[src/rtl/pong_pkg.sv]
`default_nettype none
// ============================================================================
// Module   : pong_pkg
// Brief    : Shared FSM state type and winner encodings for the score logic.
// Revision : 1.0 - initial release
// ============================================================================
package pong_pkg;

    typedef enum logic [1:0] {
        IDLE      = 2'd0,
        PLAY      = 2'd1,
        HOLD      = 2'd2,
        GAME_OVER = 2'd3
    } state_t;

    localparam logic [1:0] WINNER_NONE = 2'b00;
    localparam logic [1:0] WINNER_P1   = 2'b01;
    localparam logic [1:0] WINNER_P2   = 2'b10;

endpackage
`default_nettype wire

[src/rtl/hold_timer.sv]
`default_nettype none
// ============================================================================
// Module   : hold_timer
// Brief    : Loadable down-counter; o_done is high while enabled at zero.
// Revision : 1.0 - initial release
// ============================================================================
module hold_timer #(
    parameter int W = 8
) (
    input  logic         clk,
    input  logic         rst_n,
    input  logic         i_load,
    input  logic [W-1:0] i_load_val,
    input  logic         i_en,
    output logic         o_done
);

    logic [W-1:0] r_count;

    always_ff @(posedge clk) begin
        if (!rst_n) begin
            r_count <= '0;
        end else if (i_load) begin
            r_count <= i_load_val;
        end else if (i_en && (r_count != '0)) begin
            r_count <= r_count - W'(1);
        end
    end

    assign o_done = i_en && (r_count == '0);

endmodule
`default_nettype wire

[src/rtl/score_controller.sv]
`default_nettype none
// ============================================================================
// Module   : score_controller
// Brief    : Pong scoring FSM (IDLE/PLAY/HOLD/GAME_OVER) with registered outputs.
//            Define SCORE_BLINK_EN to blink the score digits in GAME_OVER.
// Revision : 1.0 - initial release
// ============================================================================
module score_controller
    import pong_pkg::*;
#(
    parameter int WIN_SCORE    = 9,
    parameter int HOLD_CYCLES  = 50_000_000,
    parameter int BLINK_CYCLES = 25_000_000
) (
    input  logic       clk,
    input  logic       rst_n,
    input  logic       start,
    input  logic       p1_point,
    input  logic       p2_point,
    output logic [3:0] num1,
    output logic [3:0] num2,
    output logic       play_en,
    output logic       serve_dir,
    output logic       game_over,
    output logic [1:0] winner,
    output logic       digits_on
);

    localparam int              c_HOLD_W    = $clog2(HOLD_CYCLES + 1);
    localparam logic [c_HOLD_W-1:0] c_hold_load = c_HOLD_W'(HOLD_CYCLES - 1);
    localparam logic [3:0]      c_win       = 4'(WIN_SCORE);

    state_t     r_state, w_next_state;
    logic [3:0] r_num1, r_num2, w_num1, w_num2;
    logic       r_play_en, r_serve_dir, r_game_over, w_serve_dir;
    logic [1:0] r_winner, w_winner;
    logic       w_hold_load, w_hold_done;

    hold_timer #(.W(c_HOLD_W)) u_hold_timer (
        .clk        (clk),
        .rst_n      (rst_n),
        .i_load     (w_hold_load),
        .i_load_val (c_hold_load),
        .i_en       (r_state == HOLD),
        .o_done     (w_hold_done)
    );

    // start outranks every point pulse, in every state
    always_comb begin
        w_next_state = r_state;
        w_num1       = r_num1;
        w_num2       = r_num2;
        w_serve_dir  = r_serve_dir;
        w_winner     = r_winner;
        w_hold_load  = 1'b0;
        if (start) begin
            w_next_state = PLAY;
            w_num1       = 4'd0;
            w_num2       = 4'd0;
            w_serve_dir  = 1'b0;
            w_winner     = WINNER_NONE;
        end else begin
            case (r_state)
                PLAY: begin
                    if (p1_point && p2_point) begin
                        w_next_state = HOLD;
                        w_hold_load  = 1'b1;
                    end else if (p1_point) begin
                        w_serve_dir = 1'b1;
                        if (r_num1 < c_win) w_num1 = r_num1 + 4'd1;
                        if (w_num1 == c_win) begin
                            w_next_state = GAME_OVER;
                            w_winner     = WINNER_P1;
                        end else begin
                            w_next_state = HOLD;
                            w_hold_load  = 1'b1;
                        end
                    end else if (p2_point) begin
                        w_serve_dir = 1'b0;
                        if (r_num2 < c_win) w_num2 = r_num2 + 4'd1;
                        if (w_num2 == c_win) begin
                            w_next_state = GAME_OVER;
                            w_winner     = WINNER_P2;
                        end else begin
                            w_next_state = HOLD;
                            w_hold_load  = 1'b1;
                        end
                    end
                end
                HOLD: begin
                    if (w_hold_done) w_next_state = PLAY;
                end
                default: ;
            endcase
        end
    end

    always_ff @(posedge clk) begin
        if (!rst_n) begin
            r_state     <= IDLE;
            r_num1      <= 4'd0;
            r_num2      <= 4'd0;
            r_play_en   <= 1'b0;
            r_serve_dir <= 1'b0;
            r_game_over <= 1'b0;
            r_winner    <= WINNER_NONE;
        end else begin
            r_state     <= w_next_state;
            r_num1      <= w_num1;
            r_num2      <= w_num2;
            r_play_en   <= (w_next_state == PLAY);
            r_serve_dir <= w_serve_dir;
            r_game_over <= (w_next_state == GAME_OVER);
            r_winner    <= w_winner;
        end
    end

`ifdef SCORE_BLINK_EN
    localparam int              c_BLINK_W    = $clog2(BLINK_CYCLES + 1);
    localparam logic [c_BLINK_W-1:0] c_blink_load = c_BLINK_W'(BLINK_CYCLES - 1);

    logic w_blink_load, w_blink_done, r_digits_on;

    // reload on entry and on every half-period boundary while in GAME_OVER
    assign w_blink_load = (w_next_state == GAME_OVER) &&
                          ((r_state != GAME_OVER) || w_blink_done);

    hold_timer #(.W(c_BLINK_W)) u_blink_timer (
        .clk        (clk),
        .rst_n      (rst_n),
        .i_load     (w_blink_load),
        .i_load_val (c_blink_load),
        .i_en       (r_state == GAME_OVER),
        .o_done     (w_blink_done)
    );

    always_ff @(posedge clk) begin
        if (!rst_n) begin
            r_digits_on <= 1'b1;
        end else if ((w_next_state != GAME_OVER) || (r_state != GAME_OVER)) begin
            r_digits_on <= 1'b1;
        end else if (w_blink_done) begin
            r_digits_on <= ~r_digits_on;
        end
    end

    assign digits_on = r_digits_on;
`else
    assign digits_on = 1'b1;
`endif

    assign num1      = r_num1;
    assign num2      = r_num2;
    assign play_en   = r_play_en;
    assign serve_dir = r_serve_dir;
    assign game_over = r_game_over;
    assign winner    = r_winner;

endmodule
`default_nettype wire

[config.mk]
export PLATFORM = sky130hd
export DESIGN_NAME = score_controller
export DESIGN_NICKNAME = d
export VERILOG_FILES = /design/src/rtl/pong_pkg.sv /design/src/rtl/hold_timer.sv /design/src/rtl/score_controller.sv
export SDC_FILE = /design/constraint.sdc
export NUM_CORES = 1
export LEC_CHECK = 0
export ABC_AREA = 1
export CORE_ASPECT_RATIO = 0.8
export CORE_MARGIN = 8
export CORE_UTILIZATION = 53
export DETAILED_ROUTE_END_ITERATION = 6
export DONT_BUFFER_PORTS = 1
export GPL_TIMING_DRIVEN = 0
export MAX_ROUTING_LAYER = met4
export PLACE_DENSITY = 0.77
export SYNTH_ARGS = -nofsm -noshare
export SYNTH_HDL_FRONTEND = slang
export SYNTH_SLANG_ARGS = --single-unit
[constraint.sdc]
create_clock -name clk -period 2.23 [get_ports clk]
set_input_delay 0 -clock clk [delete_from_list [all_inputs] [get_ports clk]]
set_output_delay 0 -clock clk [all_outputs]
set_load 0.005 [all_outputs]
==> reports/qor.csv <==
stage,metric,value,unit
worst_setup_path,cp-end-kind,register,
power,pwr-share-comb,22.5,%
synthesis,ys_warn_count,0,
drt,first_iter_violations,238,
synthesis,synthArstFlopShare,0,%
synthesis,synthFlopType,dfxtp_1,
global_routing,antenna_found_initial,0,
clocking,cts_tree,built,
cells_and_area,nets,423,
sta,layout_min_cycle_time,2.074,ns
floorplanning,die_y,78.83,um
global_routing,gr-total-overflow,0,
placement,dp_hpwl,4524,um
global_routing,grt_pass1_wl,10170,um
clocking,cts.sinks,41,
sta,drv_slew,0,
worst_setup_path,required,2.45,ns
global_routing,track_usage,17.06,%
cells_and_area,finish.utilization,58.11,%
drt,drc,0,
floorplanning,die-area,7452,um2
worst_hold_path,hp-class,in -> reg,
synthesis,synth_nets,414,
cells_and_area,area_growth,8.708,%
placement,portBuffers,0,
floorplanning,ios,19,
clocking,clk_pin_slew,0.08,ns
outcome,status,completed,
power,power_density,654.9,nW/um2
synthesis,ys_seq_elements,41,
clocking,numCtsBuffers,5,
worst_setup_path,cpPeakStageDelay,0.49,ns
worst_setup_path,worst_path_dominant_cell_family,buffers and inverters,
cells_and_area,drive_gt1_share,11.98,%
synthesis,seq_area_frac_synth,31.39,%
power,clkPwrFrac,34.5,%
clocking,clock_latency,0.30,ns
worst_setup_path,critical_path_arrival,2.29,ns
worst_setup_path,critical_path_buf_inv_count,4,
clocking,htreeDepth,2,
clocking,cts_buffer_depth,2,
floorplanning,die_width,94.54,um
placement,routabilityCongestion,0.9445,
power,internal_power,1.273,mW
power,seqPwrFrac,42.9,%
drt,first_pass_iters,5,
power,switching_share,31.62,%
global_routing,grt_pass1_vias,2265,
synthesis,synth_edf_count,0,
sta,setup_slack,0.1556,ns
synthesis,synth.cell_area,2615,um2
drt,routedWlPerCell,13.06,um
sta,fin_skew,0.01380,ns
clocking,postCtsSetupRepairBufs,0,
clocking,root_buffer,clkbuf_8,
floorplanning,rows,23,
sta,setup_viol,0,
power,power_switching,588.7,uW
worst_setup_path,critPathLaunchType,register,
sta,finalCritPeriodShare,93.02,%
drt,vias,2531,
worst_setup_path,crit_fanout,10,
placement,place_ws,0.1726,ns
worst_setup_path,crit_chain,"inv_1, ha_1, nand4_1, nor2_1, nand3_2, nand2_4, inv_2, buf_6, buf_6, nand4_1, a31oi_1",
synthesis,synth.avg_cell_area,6.554,um2
power,ir_worst_vdd,0.3567,mV
sta,max_freq,0.4821,GHz
sta,fin_setup_tns,0,ns
drt,viasPerCell,5.374,
sta,final_hold_viol_count,0,
drt,wirelength,6151,um
sta,rsz0062_at_grt,no,
global_routing,grt_max_degree,14,
floorplanning,core,4892,um2
power,p_leak,1.412,nW
synthesis,synthDistinctLibCells,35,
worst_setup_path,path_class,reg -> reg,
synthesis,synth_cells,399,
drt,postRouteAntennaNets,0,
floorplanning,start_util,53.45,%
worst_setup_path,crit_slowest_cell,dfxtp_1,
run,maxCapViolations,0,
cells_and_area,diodes,0,
-- repair_timing --
action	CTS	global route
hold buffers	2	0
resized for setup	0	4
setup endpoints to repair	0	7
hold endpoints to repair	7	0
-- through the flow --
stage / power (mW) / hold slack [ns] / instances / cell area, um2
final: 1.862 / 0.01468 / 471 / 2843
after global routing: 1.961 / 0.04633 / 471 / 2843
after CTS: 1.864 / 0.002686 / 471 / 2833
after detailed placement: 1.213 / 0.1838 / 461 / 2693
after global placement: 1.204 / 0.1788 / 461 / 2693
after floorplan: 1.135 / 0.1696 / 399 / 2615
-- path summary, 6_finish.rpt --
path | startpoint | end | slack (ns) | depth (start not counted)
setup reg to reg | u_hold_timer.r_count[0] | u_hold_timer.r_count[20] | 0.16 | 11
hold reg to reg | winner[1] | winner[1] | 0.50 | 2
setup / recovery | u_hold_timer.r_count[0] | u_hold_timer.r_count[20] | 0.16 | 11
hold / removal | p1_point | winner[1] | 0.01 | 3
-- cells in the mapped netlist (6+ instances only) --
cell type  number  share of area (%)
nand2_1       100                 14
inv_1          58                8.3
nor2_1         45                6.5
dfxtp_1        41                 31
nand3_1        39                7.5
a21oi_1        17                3.3
nor2_2         13                3.1
o21ai_0        11                2.1
ha_1           10                4.8
nand4_1        10                2.4
xor2_1          6                2.0
-- state kept, by name (all words and copies together) (netlist names) --
| register | cells |
|---|---|
| u_hold_timer.r_count | 26 |
| serve_dir | 1 |
| winner | 2 |
| num1 | 4 |
| r_state | 2 |
| play_en | 1 |
| game_over | 1 |
| num2 | 4 |
-- layout by cell type (no fill, tap or decap), drive strengths merged --
master	synthesis	layout
nand2	106	106
inv	61	61
nor2	59	59
nand3	41	41
dfxtp	41	41
a21oi	17	17
o21ai	12	12
nand4	10	10
ha	10	10
o211ai	8	8
clkbuf	1	7
xor2	6	6
buf	6	6
a31oi	5	5
xnor2	4	4
nor3	3	3
nand3b	2	2
a211oi	2	2
dlygate4sd3	0	2
nor4	1	1
clkinv	1	1
and2	1	1
or2	1	1
conb	1	1
clkinvlp	0	1
bufinv	0	1
-- cell families after synthesis --
| family | share of synthesized area (%) |
|---|---|
| and+or+nand+nor | 38.85 |
| buffers and inverters | 11.15 |
| AOI/OAI and AO/OA | 10.33 |
| DFF | 31.39 |
| xor gates and xnor gates | 3.349 |
| adders and majority gates | 4.785 |
| other | 0.1434 |
-- tightest hold or removal path, cell delays in order --
cell and delay [ns]:
nand2_1 0.08, nand3_1 0.12, a211oi_1 0.07
-- metal layers --
metal  global-route usage [%]  wire length [um]
met3                    3.296               392
met4                    6.376                76
met1                    22.08              2991
met5                        -                 0
met2                    25.73              2690
-- layout make-up --
class                   instances  area [um2]
plain buffers                   7       58.81
clock inverters                 2       37.54
fillers                       485        2049
repair buffers                  2       20.02
clock buffers                   6       82.58
inverters                      62       232.7
multi-input cells             289        1509
well taps                      62       77.57
flip-flops and latches         41       824.5
-- power by group through the flow --
stage | Sequential [mW] | Combinational, mW | Clock, mW
6_report | 0.799 | 0.419 | 0.643
2_1_floorplan | 0.805 | 0.330 | 0
4_1_cts | 0.797 | 0.407 | 0.660
3_5_place_dp | 0.814 | 0.399 | 0
3_3_place_gp | 0.814 | 0.390 | 0
5_1_grt | 0.804 | 0.469 | 0.689
Power figures use the tool's default switching activity.
